--- src/rtl/pipe_pkg.sv ---
// Shared definitions for the multi-lane pipeline stage: occupancy states,
// stall counter limits and the lane-slice helper.
package pipe_pkg;

  typedef enum logic [1:0] {
    ST_EMPTY = 2'd0,
    ST_ONE   = 2'd1,
    ST_FULL  = 2'd2
  } stage_state_e;

  localparam int unsigned   STALL_W   = 16;
  localparam logic [15:0]   STALL_MAX = 16'hFFFF;

  // Lowest bit index of a lane inside a packed bundle payload.
  function automatic int unsigned lane_lo(input int unsigned lane, input int unsigned width);
    return lane * width;
  endfunction

endpackage

--- src/rtl/lane_squash.sv ---
// Per-lane squash mask: kills the requested lanes and, optionally, every
// younger lane above the oldest killed one.
module lane_squash #(
  parameter int LANES          = 2,
  parameter int SQUASH_YOUNGER = 1
) (
  input  logic [LANES-1:0] in_lane,
  input  logic [LANES-1:0] kill_mask,
  output logic [LANES-1:0] eff_mask
);

  logic seen_kill_s;

  // Walk lanes oldest to youngest, remembering whether an older lane was killed.
  always_comb begin
    eff_mask    = {LANES{1'b0}};
    seen_kill_s = 1'b0;
    for (int k = 0; k < LANES; k++) begin
      if ((SQUASH_YOUNGER != 0) && seen_kill_s) begin
        eff_mask[k] = 1'b0;
      end else begin
        eff_mask[k] = in_lane[k] & ~kill_mask[k];
      end
      seen_kill_s = seen_kill_s | kill_mask[k];
    end
  end

endmodule

--- src/rtl/multi_lane_stage.sv ---
// Two-entry (main + skid) multi-lane pipeline register with squash, hold,
// flush and a saturating back-pressure counter.
module multi_lane_stage
  import pipe_pkg::*;
#(
  parameter int LANES          = 2,
  parameter int WIDTH          = 52,
  parameter int SQUASH_YOUNGER = 1
) (
  input  logic                   clk,
  input  logic                   rst,
  input  logic                   in_valid,
  input  logic [LANES-1:0]       in_lane,
  input  logic [LANES*WIDTH-1:0] in_data,
  input  logic [LANES-1:0]       kill_mask,
  output logic                   in_ready,
  output logic                   out_valid,
  output logic [LANES-1:0]       out_lane,
  output logic [LANES*WIDTH-1:0] out_data,
  input  logic                   out_ready,
  input  logic                   hold,
  input  logic                   flush,
  output logic [15:0]            stall_cnt
);

  localparam int BW = LANES * WIDTH;

  stage_state_e     state_r;
  logic [LANES-1:0] main_lane_r;
  logic [LANES-1:0] skid_lane_r;
  logic [BW-1:0]    main_data_r;
  logic [BW-1:0]    skid_data_r;
  logic [15:0]      stall_r;

  logic [LANES-1:0] eff_mask_s;
  logic             out_valid_s;
  logic             store_s;
  logic             pop_s;

  lane_squash #(
    .LANES          (LANES),
    .SQUASH_YOUNGER (SQUASH_YOUNGER)
  ) u_lane_squash (
    .in_lane   (in_lane),
    .kill_mask (kill_mask),
    .eff_mask  (eff_mask_s)
  );

  // Ready depends only on registered occupancy, never on out_ready.
  assign out_valid_s = (state_r != ST_EMPTY);
  assign in_ready    = !rst && !hold && (state_r != ST_FULL);
  assign store_s     = in_valid && in_ready && !flush && (eff_mask_s != {LANES{1'b0}});
  assign pop_s       = out_valid_s && out_ready && !hold;

  assign out_valid = out_valid_s;
  assign out_lane  = main_lane_r;
  assign out_data  = main_data_r;
  assign stall_cnt = stall_r;

  // Occupancy and bundle storage; flush clears only the occupancy.
  always_ff @(posedge clk or posedge rst) begin
    if (rst) begin
      state_r     <= ST_EMPTY;
      main_lane_r <= {LANES{1'b0}};
      skid_lane_r <= {LANES{1'b0}};
      main_data_r <= {BW{1'b0}};
      skid_data_r <= {BW{1'b0}};
    end else if (flush) begin
      state_r <= ST_EMPTY;
    end else if (!hold) begin
      case (state_r)
        ST_EMPTY: begin
          if (store_s) begin
            main_lane_r <= eff_mask_s;
            main_data_r <= in_data;
            state_r     <= ST_ONE;
          end
        end
        ST_ONE: begin
          if (pop_s && store_s) begin
            main_lane_r <= eff_mask_s;
            main_data_r <= in_data;
          end else if (pop_s) begin
            state_r <= ST_EMPTY;
          end else if (store_s) begin
            skid_lane_r <= eff_mask_s;
            skid_data_r <= in_data;
            state_r     <= ST_FULL;
          end
        end
        ST_FULL: begin
          if (pop_s) begin
            main_lane_r <= skid_lane_r;
            main_data_r <= skid_data_r;
            state_r     <= ST_ONE;
          end
        end
        default: state_r <= ST_EMPTY;
      endcase
    end
  end

  // Saturating count of cycles where a presented bundle was not consumed.
  always_ff @(posedge clk or posedge rst) begin
    if (rst) begin
      stall_r <= 16'd0;
    end else if (out_valid_s && (!out_ready || hold) && (stall_r != STALL_MAX)) begin
      stall_r <= stall_r + 16'd1;
    end
  end

endmodule

--- config.mk ---
export PLATFORM = sky130hd
export DESIGN_NAME = multi_lane_stage
export DESIGN_NICKNAME = d
export VERILOG_FILES = /design/src/rtl/pipe_pkg.sv /design/src/rtl/lane_squash.sv /design/src/rtl/multi_lane_stage.sv
export SDC_FILE = /design/constraint.sdc
export NUM_CORES = 1
export LEC_CHECK = 0
export CAP_MARGIN = 20
export CORE_MARGIN = 5
export CORE_UTILIZATION = 54
export CTS_CLUSTER_DIAMETER = 100
export DETAILED_ROUTE_END_ITERATION = 8
export PLACE_DENSITY = 0.86
export SYNTH_ARGS = -nofsm -noshare
export SYNTH_HDL_FRONTEND = slang
export SYNTH_HIERARCHICAL = 1
export SYNTH_SLANG_ARGS = --single-unit
--- constraint.sdc ---
create_clock -name clk -period 12.4 [get_ports clk]
set_input_delay 2.48 -clock clk [delete_from_list [all_inputs] [get_ports clk]]
set_output_delay 2.48 -clock clk [all_outputs]
set_load 0.005 [all_outputs]
Word level (Yosys, flattened, before mapping)
Index checks and enable logic that the tools add are counted.

Flip-flop bits (word level): 230. Input port bits: 114. Output and inout bits: 124. Logic and storage cells: 66.

$add $sub $neg: 1. Equality and inequality tests: 12. Multiplexer cells: 17. Bitwise operators: 8. Reductions and logical operators: 22.

Operators by type and width (number): $mux W104 (3); $pmux W104 S3 (1); $mux W2 (10); $add A16 B1 Y16 const B (1); $ne A16 B16 Y1 const B (1); $pmux W2 S3 (2); $reduce_and A6 Y1 (2); $logic_and A1 B1 Y1 (10); $ne A3 B3 Y1 const B (3); $ne A2 B2 Y1 const B (4); $not A1 Y1 (6); $reduce_and A5 Y1 (1); $logic_not A1 Y1 (4); $ne A4 B4 Y1 const B (1); $reduce_bool A2 Y1 (2); $reduce_bool A3 Y1 (1); $and A1 B1 Y1 (2); $eq A2 B1 Y1 const B (1); $eq A2 B2 Y1 const B (1); $logic_not A2 Y1 (1); $ne A2 B1 Y1 const B (1); $logic_or A1 B1 Y1 (1); $mux W1 (1).

Depth between registers and ports, before layout
Gate-level depths: netlist (run 1).

Depth in word-level cells: 12. Gate-level depth with buffers: 7.

Hierarchy
Netlist (run 1), hierarchy kept.

Modules (own cells, without submodules): multi_lane_stage (times used 1, cells an instance 668, area an instance 10084.7 um^2, sequential area each 5755.5 um^2); lane_squash (times used 1, cells an instance 2, area an instance 18.8 um^2, sequential area each 0.0 um^2).

Least setup slack after synthesis (run 1)
No wires, ideal clock.

Path type: input port to output port. From: input port hold. To: output port in_ready. Arrival: 2.684 ns. Data required time: 9.920 ns. Path slack: 7.236 ns. Cell stages on the path: 1. Buffers on the path: 0. Path through: nor3_1.

Longest elaborated chain between the ends: 3.

Ends and longest elaborated chain: start, declared (RTL line multi_lane_stage.sv:21) `input logic hold,`; $logic_not A1 Y1; $logic_and A1 B1 Y1 (2 in series) (RTL line multi_lane_stage.sv:51) `assign in_ready = !rst && !hold && (state_r != ST_FULL);`; end, declared (RTL line multi_lane_stage.sv:16) `output logic in_ready,`.

Every way passes these cells.

Worst setup path in the final report (run 1)
Same ends and word-level chain as after synthesis.

==> flow_metrics.env, run 1 <==
export IMPL_status="finished, final reports clean"
export IMPL_hp_class="flip-flop to flip-flop"
export IMPL_num_fill_cells=1219
export IMPL_path_cells="clkdlybuf4s50_1 > nor3_1 > clkdlybuf4s50_1"
export IMPL_clock_skew_final_ns=0.00845
export IMPL_finalWeightedCongestion=0.803
export IMPL_drc=0
export IMPL_grt_start_max_net_pins=153
export IMPL_synthXorXnorAreaFrac=0.00954
export IMPL_grt_pass1_vias=6770
export IMPL_irDropWorstVdd_mv=0.128
export IMPL_htree_num_levels=1
export IMPL_dieHeight_um=147
export IMPL_layout_cells_non_filler=1158
export IMPL_critPathArrivalTime_ns=3.77
export IMPL_fin_nets=1021
export IMPL_dp_cells=1111
export IMPL_place_ws_ns=6.18
export IMPL_syn_instance_count=670
export IMPL_timing_setup_tns_ns=0
export IMPL_cp_num_buf_inv=2
export IMPL_hold_viol_final=0
export IMPL_portBuffers=237
export IMPL_cp_end_kind="output pin"
export IMPL_fp_dieW_um=147
export IMPL_path_depth=3
export IMPL_overflow=0
export IMPL_crit_slowest_cell="clkdlybuf4s50_1"
export IMPL_cts_root_buffer="clkbuf_16"
export IMPL_postCtsSetupRepairBufs=0
export IMPL_drt_first_pass_iters=6
export IMPL_synthAdderAreaFrac=0.00124
export IMPL_clkSinkCount=230
export IMPL_synth_seq_cells=230
export IMPL_crit_start="hold"
export IMPL_crit_type="input pin to output pin"
export IMPL_relSlewSlack=0.413
export IMPL_syn2layout_area_growth_pct=33.4
export IMPL_mostFrequentLayoutCells="mux2_2 (299), clkdlybuf4s50_1 (237), dfrtp_1 (230), clkbuf_16 (25), mux2_1 (22)"
export IMPL_slew_viol_final=0
export IMPL_finalWorstSetupSlack_ns=6.15
export IMPL_finalCritPeriodShare=0.504
export IMPL_path_common_cell="clkdlybuf4s50_1"
export IMPL_drtIter0Drc=191
export IMPL_power_density_nw_per_um2=145
export IMPL_final_common_cell="mux2_2"
export IMPL_synth_compound_area_share=0.00805
export IMPL_clock_latency_ns=0.50
export IMPL_synth_fp_nets=785
export IMPL_path_clk_slew_ns=0.06
export IMPL_setup_viol=0
export IMPL_final_util=0.726
export IMPL_cts_buffers_inserted=25
export IMPL_drt_wl_total_mm=22.0
export IMPL_maxCapViolCount=0
export IMPL_synthMuxAreaShare=0.358
export IMPL_die_area_um2=21500
export IMPL_dpl_hpwl_mm=14.5
export IMPL_r2r_end="skid_data_r[77]"
export IMPL_synth_cell_types=37
export IMPL_grt_pass1_wl_mm=36.6
export IMPL_worst_pin_slew_ns=0.881
export IMPL_syn_area_um2=10100
export IMPL_crit_path_end="in_ready"
export IMPL_drtAntennaViolNets=0
export IMPL_leakagePower_nw=6.03
export IMPL_viasPerCell=5.47
export IMPL_drive_gt1_frac=0.382
export IMPL_rows=50
export IMPL_multi_input_area_um2=4130
export IMPL_cts_buffer_depth=3
export IMPL_ff2ff_path_depth=5
export IMPL_ys_warn_count=6
export IMPL_avgSynthCellArea_um2=15.1
export IMPL_worst_path_largest_cell_delay_ns=0.53
export IMPL_cts_tree="yes"
export IMPL_core_area_um2=18600
export IMPL_boundaryPins=238
export IMPL_fmax_ghz=0.160
export IMPL_hold_buffers=0
export IMPL_start_util=0.544
export IMPL_synth_top_family_by_area="multiplexers"
export IMPL_rsz0062_at_grt="false"
export IMPL_worst_setup_path_start_kind="input pin"
export IMPL_crit_family="buffers and inverters"
export IMPL_seq_area_frac_synth=0.570
export IMPL_critPathMaxFanout=6
export IMPL_synth_simple_area_share=0.0308
export IMPL_ff_latch_area_um2=5760
export IMPL_vias=6332
export IMPL_period_needed_ns=6.25
export IMPL_wl_per_cell_um=19.0
export IMPL_cts_resized=0
export IMPL_grt_usage=0.205
export IMPL_antenna_found_initial=1
export IMPL_required_ns=9.92
export IMPL_r2r_start="state_r[1]"
export IMPL_ff2ff_setup_slack_ns=9.34
[registers in the layout, summed over array words and instances, names as in the netlist]
| signal | flops |
|---|---|
| stall_cnt | 16 |
| skid_lane_r | 2 |
| out_data | 104 |
| skid_data_r | 104 |
| state_r | 2 |
| out_lane | 2 |
[synth_stat cells]
library cell | n | area share
buf_6 | 4 | 0.0045
nand2b_1 | 3 | 0.0019
inv_2 | 1 | 0.00037
xnor2_1 | 2 | 0.0017
mux2_1 | 22 | 0.025
nor2b_1 | 2 | 0.0012
inv_1 | 5 | 0.0019
a221o_1 | 1 | 0.00099
nor3b_2 | 1 | 0.0012
nor4b_1 | 1 | 0.00087
and3b_1 | 1 | 0.00087
nor4_4 | 1 | 0.0021
dfrtp_1 | 230 | 0.57
buf_4 | 6 | 0.0045
nor3b_1 | 2 | 0.0015
nand4_1 | 3 | 0.0019
a211oi_2 | 1 | 0.0012
clkbuf_1 | 13 | 0.0048
buf_2 | 14 | 0.0069
and3_1 | 2 | 0.0012
nand3b_1 | 1 | 0.00074
o21ai_0 | 2 | 0.00099
a31oi_1 | 2 | 0.0012
nor3_1 | 6 | 0.0030
mux2_2 | 299 | 0.33
or2_2 | 2 | 0.0012
nand2_1 | 7 | 0.0026
xor2_1 | 9 | 0.0078
ha_1 | 1 | 0.0012
a2111o_1 | 1 | 0.0011
a21oi_1 | 2 | 0.00099
o31ai_1 | 2 | 0.0015
nand4b_1 | 1 | 0.00087
nor2_1 | 10 | 0.0037
nor4_1 | 5 | 0.0031
or3_1 | 3 | 0.0019
nand3_1 | 2 | 0.00099
[final cells by class]
type / count / share of cell area
tap: 234 / 0.0217
multi-input combinational: 397 / 0.306
antenna: 1 / 0.000186
clock buffer: 40 / 0.0565
timing repair buffer: 246 / 0.184
clock inverter: 4 / 0.00195
sequential: 230 / 0.427
inverter: 6 / 0.00223
[how the worst min path moves through the flow]
stage,cells after the start,to,slack [ns],startpoint
6_report,1,skid_data_r[49],0.48,skid_data_r[49]
5_1_grt,1,skid_data_r[81],0.50,skid_data_r[81]
4_1_cts,1,skid_data_r[43],0.49,skid_data_r[43]
3_5_place_dp,1,skid_data_r[43],0.47,skid_data_r[43]
3_3_place_gp,1,skid_data_r[72],0.46,skid_data_r[72]
2_1_floorplan,1,skid_data_r[43],0.45,skid_data_r[43]
[worst reg2reg max path: cells and delay by family (launching register included)]
| family | cells | cell delay (ns) |
|---|---|---|
| buffers and inverters | 2 | 1.36 |
| DFF | 1 | 0.44 |
| muxes | 1 | 0.47 |
| and+or+nand+nor | 2 | 0.67 |
[report_power, final]
part           leakage (nW)  internal, W  switching [W]
combinational          2.60     0.000253       0.000112
sequential             3.05     0.000842      0.0000534
clock                 0.386     0.000418       0.000282
total                  6.03      0.00151       0.000447
[cells by family (layout without fill, tap and decap cells)]
group | Yosys count | in the layout
flops | 230 | 230
mux | 321 | 321
other cells | 0 | 1
compound gates | 11 | 11
fa+ha+maj | 1 | 1
simple gates | 53 | 53
buf+inv | 43 | 296
xor+xnor | 11 | 11
[per-stage QoR]
stage	power, W	instance area (µm²)	hold WS, ns
floorplan	0.00102	10100	0.452
global placement	0.00126	12600	0.461
detailed placement	0.00127	12600	0.473
CTS	0.00198	13400	0.486
global route	0.00206	13500	0.497
finish	0.00196	13500	0.480
[layer usage]
metal | global-route usage | vias to the layer above | part of all wire
li1 | - | 2893 | -
met1 | 0.277 | 3227 | 0.43
met2 | 0.336 | 185 | 0.48
met3 | 0.0568 | 27 | 0.073
met4 | 0.0409 | 0 | 0.018
met5 | 0 | - | 0
Power figures use the tool's default switching activity.
==> inputs of run 2 (changes only) <==
--- a/config.mk
+++ b/config.mk
@@ -7,10 +7,10 @@
 export LEC_CHECK = 0
 export CAP_MARGIN = 20
 export CORE_MARGIN = 5
-export CORE_UTILIZATION = 54
+export CORE_UTILIZATION = 50
 export CTS_CLUSTER_DIAMETER = 100
 export DETAILED_ROUTE_END_ITERATION = 8
-export PLACE_DENSITY = 0.86
+export PLACE_DENSITY = 0.8
 export SYNTH_ARGS = -nofsm -noshare
 export SYNTH_HDL_FRONTEND = slang
 export SYNTH_HIERARCHICAL = 1
==> constraint.sdc (replaced) <==
create_clock -name clk -period 5.8 [get_ports clk]
set_input_delay 1.16 -clock clk [delete_from_list [all_inputs] [get_ports clk]]
set_output_delay 1.16 -clock clk [all_outputs]
set_load 0.005 [all_outputs]
==> flow_metrics.env, run 2 (same netlist as run 1, synthesis figures left out) <==
export IMPL_maxCapViolCount=0
export IMPL_r2r_start="state_r[1]"
export IMPL_rows=52
export IMPL_dpl_hpwl_mm=14.6
export IMPL_grt_start_max_net_pins=114
export IMPL_ff_latch_area_um2=5760
export IMPL_required_ns=4.64
export IMPL_r2r_end="out_data[39]"
export IMPL_fin_nets=1021
export IMPL_cp_end_kind="output pin"
export IMPL_hold_viol_final=0
export IMPL_cts_tree="yes"
export IMPL_critPathArrivalTime_ns=2.56
export IMPL_hp_class="flip-flop to flip-flop"
export IMPL_ff2ff_path_depth=5
export IMPL_drive_gt1_frac=0.388
export IMPL_cts_buffers_inserted=26
export IMPL_path_cells="clkdlybuf4s50_1 > nor3_1 > clkdlybuf4s50_1"
export IMPL_rsz0062_at_grt="false"
export IMPL_boundaryPins=238
export IMPL_viasPerCell=5.22
export IMPL_drt_first_pass_iters=4
export IMPL_path_clk_slew_ns=0.06
export IMPL_num_fill_cells=1483
export IMPL_crit_slowest_cell="clkdlybuf4s50_1"
export IMPL_setup_viol=0
export IMPL_portBuffers=237
export IMPL_htree_num_levels=1
export IMPL_syn2layout_area_growth_pct=35.3
export IMPL_irDropWorstVdd_mv=0.248
export IMPL_finalWeightedCongestion=0.751
export IMPL_power_density_nw_per_um2=325
export IMPL_postCtsSetupRepairBufs=0
export IMPL_final_cell_area_um2=13700
export IMPL_worst_setup_path_start_kind="input pin"
export IMPL_multi_input_area_um2=4130
export IMPL_start_util=0.504
export IMPL_clock_skew_final_ns=0.00666
export IMPL_core_area_um2=20000
export IMPL_status="finished, final reports clean"
export IMPL_die_area_um2=23100
export IMPL_critPathMaxFanout=6
export IMPL_clock_latency_ns=0.51
export IMPL_drc=0
export IMPL_cts_resized=0
export IMPL_crit_start="hold"
export IMPL_timing_setup_tns_ns=0
export IMPL_fp_dieW_um=152
export IMPL_mostFrequentLayoutCells="mux2_2 (299), clkdlybuf4s50_1 (237), dfrtp_1 (230), clkbuf_16 (27), mux2_1 (22)"
export IMPL_cts_buffer_depth=3
export IMPL_crit_path_end="in_ready"
export IMPL_drtAntennaViolNets=0
export IMPL_drtIter0Drc=219
export IMPL_finalCritPeriodShare=0.642
export IMPL_hold_buffers=0
export IMPL_vias=6259
export IMPL_fmax_ghz=0.269
export IMPL_worst_path_largest_cell_delay_ns=0.59
export IMPL_finalWorstSetupSlack_ns=2.08
export IMPL_period_needed_ns=3.72
export IMPL_cts_root_buffer="clkbuf_16"
export IMPL_dieHeight_um=152
export IMPL_clkSinkCount=230
export IMPL_relSlewSlack=0.388
export IMPL_place_ws_ns=1.97
export IMPL_grt_pass1_wl_mm=37.1
export IMPL_antenna_found_initial=2
export IMPL_drt_wl_total_mm=22.3
export IMPL_worst_pin_slew_ns=0.910
export IMPL_ff2ff_setup_slack_ns=2.96
export IMPL_grt_pass1_vias=6702
export IMPL_overflow=0
export IMPL_grt_usage=0.193
export IMPL_wl_per_cell_um=18.6
export IMPL_postPlaceCellArea_um2=12700
export IMPL_final_common_cell="mux2_2"
export IMPL_path_common_cell="clkdlybuf4s50_1"
export IMPL_slew_viol_final=0
export IMPL_leakagePower_nw=6.08
export IMPL_crit_type="input pin to output pin"
run 2: changes by cell type in the layout (fill, tap and decap cells not counted), sizes merged:
cell	previous run	this run
clkbuf	40	37
clkinvlp	1	5
bufinv	0	4
buf	9	8
inv	7	6
diode	1	2
run 2: area by class of cell:
class | count | area share
sequential | 230 | 0.421
multi-input combinational | 397 | 0.302
timing repair buffer | 245 | 0.181
clock buffer | 37 | 0.0566
tap | 270 | 0.0247
clock inverter | 11 | 0.0125
inverter | 6 | 0.00192
antenna | 2 | 0.000366
run 2: per-stage QoR:
step,total power (W),util,cells,hold slack [ns]
finish,0.00445,0.682,1198,0.482
global route,0.00466,0.682,1198,0.498
CTS,0.00451,0.682,1196,0.487
detailed placement,0.00272,0.635,1148,0.472
global placement,0.00270,0.635,1148,0.461
floorplan,0.00217,-,670,0.452
run 2: worst max-delay path: cells and delay by family:
kind / cells / cell delay (ns)
buffers and inverters: 2 / 1.12
AND/OR/NAND/NOR: 1 / 0.28
run 2: report_power, final:
group / switching (W) / internal (W)
logic: 0.000238 / 0.000540
clock network: 0.000657 / 0.00111
registers: 0.000107 / 0.00180
total: 0.00100 / 0.00345
run 2: worst min path at each step:
| stage | startpoint | end | slack, ns | cells past startpoint |
|---|---|---|---|---|
| after CTS | skid_data_r[72] | skid_data_r[72] | 0.49 | 1 |
| after floorplan | skid_data_r[43] | skid_data_r[43] | 0.45 | 1 |
| after global routing | skid_data_r[72] | skid_data_r[72] | 0.50 | 1 |
| after global placement | skid_data_r[56] | skid_data_r[56] | 0.46 | 1 |
| final | skid_data_r[72] | skid_data_r[72] | 0.48 | 1 |
| after detailed placement | skid_data_r[57] | skid_data_r[57] | 0.47 | 1 |
run 2: per-layer routing:
layer | up-vias | routed length [µm] | global-route usage
li1 | 2895 | - | -
met1 | 3184 | 9330 | 0.251
met2 | 155 | 11100 | 0.319
met3 | 25 | 1530 | 0.0571
met4 | 0 | 397 | 0.0514
met5 | - | 0 | 0
